File: src/rtl/alu_seq_if.sv
// Request/response bundle for alu_seq: request side (valid/ready, opcode,
// operands) and response side (valid/ready, result, zero, busy).
interface alu_seq_if #(
  parameter int WIDTH = 32
);
  logic             in_valid;
  logic             in_ready;
  logic [3:0]       alu_sel;
  logic [WIDTH-1:0] a;
  logic [WIDTH-1:0] b;
  logic             out_valid;
  logic             out_ready;
  logic [WIDTH-1:0] result;
  logic             zero;
  logic             busy;

  modport master (
    output in_valid, alu_sel, a, b, out_ready,
    input  in_ready, out_valid, result, zero, busy
  );

  modport slave (
    input  in_valid, alu_sel, a, b, out_ready,
    output in_ready, out_valid, result, zero, busy
  );
endinterface

File: src/rtl/alu_seq.sv
// Sequential ALU: single-cycle arithmetic/logic ops, shifts performed one bit
// per cycle under a down-counter, result held until the consumer accepts it.
//
// state | meaning
// IDLE  | ready for a request
// SHIFT | shifting result_q one bit per cycle, cnt_q bits remaining
// DONE  | result valid, waiting for out_ready
module alu_seq #(
  parameter int WIDTH = 32,
  parameter int SHW   = 5
) (
  input logic       clk,
  input logic       rst,
  alu_seq_if.slave  bus
);
  typedef enum logic [1:0] {IDLE, SHIFT, DONE} state_t;

  localparam logic [3:0] OP_ADD = 4'b0000, OP_SUB = 4'b0001, OP_SLL = 4'b0010,
                         OP_SLT = 4'b0011, OP_SLTU = 4'b0100, OP_XOR = 4'b0101,
                         OP_SRL = 4'b0110, OP_SRA = 4'b0111, OP_OR = 4'b1000,
                         OP_AND = 4'b1001;

  state_t           state_q;
  logic [WIDTH-1:0] result_q;
  logic [SHW-1:0]   cnt_q;
  logic [3:0]       op_q;
  logic             in_ready_q;
  logic             out_valid_q;
  logic             busy_q;

  logic [WIDTH-1:0] alu_d;
  logic [SHW-1:0]   shamt;
  logic             is_shift;

  assign shamt    = bus.b[SHW-1:0];
  assign is_shift = (bus.alu_sel == OP_SLL) || (bus.alu_sel == OP_SRL) ||
                    (bus.alu_sel == OP_SRA);

  // Shift opcodes pass a through; the shifting itself happens in SHIFT.
  always_comb begin
    alu_d = '0;
    case (bus.alu_sel)
      OP_ADD:  alu_d = bus.a + bus.b;
      OP_SUB:  alu_d = bus.a - bus.b;
      OP_SLT:  alu_d = {{(WIDTH-1){1'b0}}, ($signed(bus.a) < $signed(bus.b))};
      OP_SLTU: alu_d = {{(WIDTH-1){1'b0}}, (bus.a < bus.b)};
      OP_XOR:  alu_d = bus.a ^ bus.b;
      OP_OR:   alu_d = bus.a | bus.b;
      OP_AND:  alu_d = bus.a & bus.b;
      OP_SLL, OP_SRL, OP_SRA: alu_d = bus.a;
      default: alu_d = '0;
    endcase
  end

  always_ff @(posedge clk) begin
    if (rst) begin
      state_q     <= IDLE;
      result_q    <= '0;
      cnt_q       <= '0;
      op_q        <= '0;
      in_ready_q  <= 1'b1;
      out_valid_q <= 1'b0;
      busy_q      <= 1'b0;
    end else begin
      case (state_q)
        IDLE: begin
          if (bus.in_valid) begin
            in_ready_q <= 1'b0;
            busy_q     <= 1'b1;
            op_q       <= bus.alu_sel;
            if (is_shift && (shamt != '0)) begin
              state_q  <= SHIFT;
              result_q <= bus.a;
              cnt_q    <= shamt;
            end else begin
              state_q     <= DONE;
              result_q    <= alu_d;
              out_valid_q <= 1'b1;
            end
          end
        end
        SHIFT: begin
          case (op_q)
            OP_SLL:  result_q <= result_q << 1;
            OP_SRL:  result_q <= result_q >> 1;
            default: result_q <= WIDTH'($signed(result_q) >>> 1);
          endcase
          cnt_q <= cnt_q - 1'b1;
          // Last shift lands in the same edge that moves to DONE.
          if (cnt_q == SHW'(1)) begin
            state_q     <= DONE;
            out_valid_q <= 1'b1;
          end
        end
        DONE: begin
          if (bus.out_ready) begin
            state_q     <= IDLE;
            out_valid_q <= 1'b0;
            in_ready_q  <= 1'b1;
            busy_q      <= 1'b0;
          end
        end
        default: state_q <= IDLE;
      endcase
    end
  end

  assign bus.in_ready  = in_ready_q;
  assign bus.out_valid = out_valid_q;
  assign bus.busy      = busy_q;
  assign bus.result    = result_q;
  assign bus.zero      = (result_q == '0);
endmodule

File: src/flat_wrapper.sv
// flat-port wrapper written by rule: the top's interface ports become plain ports
module alu_seq_flat 
#(
  parameter int WIDTH = 32,
  parameter int SHW   = 5
)
  (clk, rst, bus_in_valid, bus_alu_sel, bus_a, bus_b, bus_out_ready, bus_in_ready, bus_out_valid, bus_result, bus_zero, bus_busy);
  alu_seq_if #(.WIDTH(WIDTH)) bus_i ();
  input logic clk;
  input logic rst;
  input wire logic [$bits(bus_i.in_valid)-1:0] bus_in_valid;
  input wire logic [$bits(bus_i.alu_sel)-1:0] bus_alu_sel;
  input wire logic [$bits(bus_i.a)-1:0] bus_a;
  input wire logic [$bits(bus_i.b)-1:0] bus_b;
  input wire logic [$bits(bus_i.out_ready)-1:0] bus_out_ready;
  output wire logic [$bits(bus_i.in_ready)-1:0] bus_in_ready;
  output wire logic [$bits(bus_i.out_valid)-1:0] bus_out_valid;
  output wire logic [$bits(bus_i.result)-1:0] bus_result;
  output wire logic [$bits(bus_i.zero)-1:0] bus_zero;
  output wire logic [$bits(bus_i.busy)-1:0] bus_busy;
  assign bus_i.in_valid = bus_in_valid;
  assign bus_i.alu_sel = bus_alu_sel;
  assign bus_i.a = bus_a;
  assign bus_i.b = bus_b;
  assign bus_i.out_ready = bus_out_ready;
  assign bus_in_ready = bus_i.in_ready;
  assign bus_out_valid = bus_i.out_valid;
  assign bus_result = bus_i.result;
  assign bus_zero = bus_i.zero;
  assign bus_busy = bus_i.busy;
  alu_seq #(.WIDTH(WIDTH), .SHW(SHW)) u_core (.clk(clk), .rst(rst), .bus(bus_i));
endmodule
File: config.mk
export PLATFORM = sky130hd
export DESIGN_NAME = alu_seq_flat
export DESIGN_NICKNAME = d
export VERILOG_FILES = /design/src/rtl/alu_seq_if.sv /design/src/rtl/alu_seq.sv /design/src/flat_wrapper.sv
export SDC_FILE = /design/constraint.sdc
export NUM_CORES = 1
export LEC_CHECK = 0
export BUFFER_PORTS_ARGS = -buffer_cell sky130_fd_sc_hd__buf_2
export CELL_PAD_IN_SITES_DETAIL_PLACEMENT = 2
export CELL_PAD_IN_SITES_GLOBAL_PLACEMENT = 2
export CORE_AREA = 2 2 149 151
export CTS_BUF_LIST = sky130_fd_sc_hd__clkbuf_16
export CTS_CLUSTER_SIZE = 24
export DETAILED_ROUTE_END_ITERATION = 8
export DIE_AREA = 0 0 151 153
export PLACE_DENSITY = 0.91
export SKIP_CTS_REPAIR_TIMING = 1
export SLEW_MARGIN = 30
export SYNTH_ARGS = -nofsm -noshare
export SYNTH_HDL_FRONTEND = slang
export SYNTH_SLANG_ARGS = --single-unit
File: constraint.sdc
create_clock -name clk -period 7.06 [get_ports clk]
set_input_delay 2.118 -clock clk [delete_from_list [all_inputs] [get_ports clk]]
set_output_delay 2.118 -clock clk [all_outputs]
set_load 0.1 [all_outputs]
# Yosys cells after proc, flatten, opt, wreduce, memory -nomap -nowiden
# Cells that the tools add are included.
# op_classes
add_sub_neg	3
mul	0
div	0
n_lt_le_gt_ge	2
n_eq_ne	20
n_shift	0
muxes	23
bitwise_logic	3
reduce_logical	18
# ops
operator	n
$pmux W32 S8	1
$pmux W32 S2	2
$lt A32 B32 Y1	2
$mux W32	2
$add A32 B32 Y32	1
$and A32 B32 Y32	1
$logic_not A32 Y1	1
$or A32 B32 Y32	1
$sub A32 B32 Y32	1
$xor A32 B32 Y32	1
$eq A4 B3 Y1 const B	5
$eq A4 B2 Y1 const B	3
$reduce_and A3 Y1	4
$mux W5	2
$pmux W5 S2	1
$eq A4 B4 Y1 const B	2
$mux W2	4
$mux W1	7
$ne A2 B2 Y1 const B	3
$pmux W2 S3	1
$eq A5 B1 Y1 const B	1
$reduce_and A5 Y1	1
$reduce_bool A5 Y1	1
$sub A5 B1 Y5 const B	1
15 further kinds	20
# word_totals
ff_bits	46
latchBits	0
mem_bits_rw	0
romBits	0
inputBits	72
out_inout_bits	36
elab_cells	77
mem_count	0

# Logic depth before layout (Yosys ltp)
# depth
word_depth	7
ltp_mapped	14

# Worst setup path after synthesis
# OpenSTA, ideal clock, no wires.
# synth_path
path_kind	input to register
from	input bus_b[4]
to	register u_core.result_q[25], in the netlist u_core.bus.result[25]
setup_time_ps	60
arrival_ps	4513
required_time_ps	7000
path_slack_ps	2487
stages	12
cell_sequence	inv_1 -> ha_1 -> inv_1 -> or4_1 -> a21oi_2 -> or2_2 -> a311oi_1 -> o21ai_1 -> a41oi_1 -> a221oi_2 -> mux2_1 -> nand2_1
# synth_via
elab_chain_len	5
elab_cells_between_ends	8
classes_between	add/sub: 2; mux: 4; reduce/logical: 2
# synth_rtl
element	line_no	text
start: declaration	flat_wrapper.sv:14	input wire logic [$bits(bus_i.b)-1:0] bus_b;
$sub A32 B32 Y32 (tied with other cells)	alu_seq.sv:44	OP_SUB: alu_d = bus.a - bus.b;
$pmux W32 S8 / $logic_and A1 B1 Y1 (equally long branches)	alu_seq.sv:42, alu_seq.sv:71	
$mux W32 (*)	alu_seq.sv:71	if (is_shift && (shamt != '0)) begin
$mux W32 (*)	alu_seq.sv:67	if (bus.in_valid) begin
$pmux W32 S2 (*)	alu_seq.sv:65	case (state_q)
end signal: assignment	alu_seq.sv:73	result_q <= bus.a;
end signal: assignment	alu_seq.sv:77	result_q <= alu_d;
end signal: assignment	alu_seq.sv:84	OP_SLL: result_q <= result_q << 1;
end: declaration	alu_seq.sv:24	logic [WIDTH-1:0] result_q;
# Every way passes the cells marked *; elsewhere a longest branch is shown, timed or not. The select of a mux whose other input is x is not followed.
# A chain may end at the register's enable or synchronous reset.

# Worst setup path in the final report
# layout_path
from	input bus_a[0]
to	register u_core.result_q[0], in the netlist u_core.bus.result[0]
# layout_via
elab_chain_len	5
elab_cells_between_ends	11
classes_between	add/sub: 2; order compare: 2; mux: 4; bitwise: 3
# layout_rtl
element	line_no	text
start: declaration	flat_wrapper.sv:13	input wire logic [$bits(bus_i.a)-1:0] bus_a;
$sub A32 B32 Y32 (tied with other cells)	alu_seq.sv:44	
$pmux W32 S8	alu_seq.sv:42	case (bus.alu_sel)
$mux W32 (*)	alu_seq.sv:71	
$mux W32 (*)	alu_seq.sv:67	
$pmux W32 S2 (*)	alu_seq.sv:65	
# Marked as above.

==> flow_metrics.env <==
export IMPL_path_max_fanout=4
export IMPL_nets=1340
export IMPL_initial_utilization_pct=35.5
export IMPL_cts_tree="done"
export IMPL_synth_seq_cells=46
export IMPL_worst_path_max_delay_cell="a2111oi_0"
export IMPL_num_vias=9340
export IMPL_globalRoute_totalOverflow=0
export IMPL_worstMarginPinSlew_ps=1000
export IMPL_wl_per_cell_microns=25.8
export IMPL_r2r_slack_ps=4170
export IMPL_vdd_drop_max_uv=102
export IMPL_drv_cap=0
export IMPL_drive_gt1_share_pct=12.8
export IMPL_vias_per_cell=6.48
export IMPL_synth_async_reset_ratio_pct=0
export IMPL_h_tree_depth=2
export IMPL_syn_area_per_cell_sq_um=6.85
export IMPL_insertion_delay_ps=300
export IMPL_report_final_slew_viol_count=0
export IMPL_synth_cell_type_count=72
export IMPL_whs_path_depth=2
export IMPL_final_hold_viol_count=0
export IMPL_antenna_cells=0
export IMPL_grt_pass1_wl_microns=57600
export IMPL_final_cell_mix="a21oi_1 (119), nand2_1 (107), buf_2 (107)"
export IMPL_final_min_clock_period_ps=5470
export IMPL_antenna_found_initial=0
export IMPL_synthCells=1115
export IMPL_cp_start_kind="primary input"
export IMPL_gp_congestion=0.955
export IMPL_post_route_util_pct=39.5
export IMPL_syn_nets=1294
export IMPL_multi_input_area_sq_um=6040
export IMPL_period_share_pct=77.5
export IMPL_cts_inserted_buffers=5
export IMPL_cts_num_sinks=46
export IMPL_stdcell_area_sq_um=8490
export IMPL_num_io_pins=108
export IMPL_finalPower_mw=1.53
export IMPL_layout_commonest_cell="a21oi_1"
export IMPL_yosysWarnings=0
export IMPL_critPathKind="primary input to flop"
export IMPL_ys_seq_area_share_pct=12.1
export IMPL_drt_pre_antenna_iters=5
export IMPL_fillers=2616
export IMPL_status="complete, no violations"
export IMPL_dp_cells=1434
export IMPL_dpl_cell_area_sq_um=8320
export IMPL_clk_pin_slew_ps=70
export IMPL_core_sq_um=21500
export IMPL_rows=54
export IMPL_clk_path_buf_depth=2
export IMPL_power_leakage_nw=3.80
export IMPL_hpwl_microns=27300
export IMPL_synth_edff_count=0
export IMPL_max_stage_delay_ps=540
export IMPL_setup_viol=0
export IMPL_die_area_sq_um=23100
export IMPL_dieWidth_microns=151
export IMPL_fmax_mhz=183
export IMPL_crit_chain="buf_2 > inv_1 > ha_1 > inv_1 > fa_1 > nor2b_1 > o211ai_1 > nand4_1 > nand4b_1 > a31oi_1 > and2_1 > a211o_1 > a2111oi_0 > o221ai_1 > o31ai_1"
export IMPL_p_per_area_nw_per_um2=180
export IMPL_wirelength_microns=37200
export IMPL_crit_top_cell="inv_1"
export IMPL_crit_required_ps=7260
export IMPL_grt_max_degree=61
export IMPL_drt_iter0_markers=833
export IMPL_finalClockSkew_ps=3.42
export IMPL_area_growth_pct=11.3
export IMPL_die_h_microns=153
export IMPL_port_buffers=107
export IMPL_rsz0062_at_grt="false"
export IMPL_track_usage_pct=31.6
export IMPL_grt_pass1_vias=10100
export IMPL_slew_headroom_pct=33.2
export IMPL_ant_nets=0
export IMPL_drt_drc_violations_left=0
export IMPL_synth_area_sq_um=7630
export IMPL_worst_setup_path_end_kind="flop"
export IMPL_seqCellArea_sq_um=921
export IMPL_hp_class="flop to flop"
export IMPL_cts_root_buf="clkbuf_16"
export IMPL_fin_setup_tns_ps=0
export IMPL_crit_arrival_ps=5670
export IMPL_instances_no_fill=1442
export IMPL_synthFlopType="dfxtp_1"
export IMPL_r2r_cells=7
-- kinds of logic (layout without fill, tap and decap cells) --
| family | count (synthesis) | in the layout | synth area share [%] |
|---|---|---|---|
| compound gates | 403 | 403 | 35.7 |
| xor+xnor | 15 | 15 | 1.72 |
| fa+ha+maj | 107 | 107 | 17.7 |
| buf+inv | 185 | 232 | 9.23 |
| flops | 46 | 46 | 12.1 |
| mux | 21 | 21 | 2.80 |
| simple gates | 338 | 338 | 20.7 |
-- per-stage QoR --
stage	hold slack, ps	setup slack, ps
after CTS	517	1710
after global routing	540	1490
after floorplan	445	2490
final	507	1590
after global placement	463	1560
after detailed placement	490	1420
-- metal layers --
layer / part of all wire [%] / routed length (microns) / track usage, % / vias to the layer above
met5: 0 / 0 / 0 / -
met4: 4.4 / 1630 / 14.5 / 0
met3: 6.7 / 2500 / 5.28 / 140
met2: 48 / 17800 / 53.7 / 416
met1: 41 / 15300 / 38.7 / 4611
li1: - / - / - / 4173
-- critical path: cells and delay by family --
kind	cells	cell delay, ps
buf+inv	3	320
fa+ha+maj	2	610
simple gates	4	920
compound gates	6	1690
-- area by class of cell --
class                           instances  area share (%)
Multi-Input combinational cell        884            71.1
Sequential cell                        46            10.8
Timing Repair Buffer                  119            7.37
Inverter                              105            4.64
Tap cell                              280            4.12
Clock buffer                            5            1.47
Clock inverter                          3           0.486
-- synth_stat cells (all sizes together), types with 7 or more instances --
cell | number | area share [%]
a2111oi | 16 | 1.9
a211oi | 18 | 1.8
a21o | 11 | 1.1
a21oi | 120 | 7.9
a221oi | 27 | 3.3
a22oi | 8 | 0.79
a311o | 7 | 0.92
a311oi | 8 | 0.92
a31oi | 10 | 0.82
buf | 15 | 0.87
clkbuf | 65 | 3.2
dfxtp | 46 | 12
ha | 105 | 17
inv | 105 | 5.2
mux2i | 18 | 2.4
nand2 | 107 | 5.3
nand3 | 26 | 1.7
nand4 | 12 | 0.98
nor2 | 86 | 4.2
nor2b | 9 | 0.74
nor3 | 42 | 2.8
nor4 | 17 | 1.4
o211ai | 20 | 2.0
o21a | 11 | 1.1
o21ai | 64 | 4.2
o21bai | 11 | 1.1
o22ai | 8 | 0.66
o31ai | 19 | 1.9
xnor2 | 14 | 1.6
-- sequential cells by signal (all words and copies together) (netlist names) --
signal,cells
u_core.op_q,4
u_core.state_q,2
u_core.bus.out_valid,1
u_core.cnt_q,5
u_core.bus.busy,1
u_core.bus.result,32
u_core.bus.in_ready,1
-- report_power, final --
part / internal [mW] / total (mW) / switching (mW)
clock network: 0.166 / 0.282 / 0.116
registers: 0.294 / 0.355 / 0.0610
logic: 0.243 / 0.893 / 0.650
total: 0.702 / 1.53 / 0.827
-- path summary, 6_finish.rpt --
check | endpoint | from
hold reg to reg | u_core.bus.out_valid | u_core.bus.out_valid
hold / removal | u_core.bus.out_valid | u_core.bus.out_valid
setup / recovery | u_core.bus.result[0] | bus_a[0]
setup reg to reg | u_core.bus.result[26] | u_core.op_q[0]
Power figures use the tool's default switching activity.
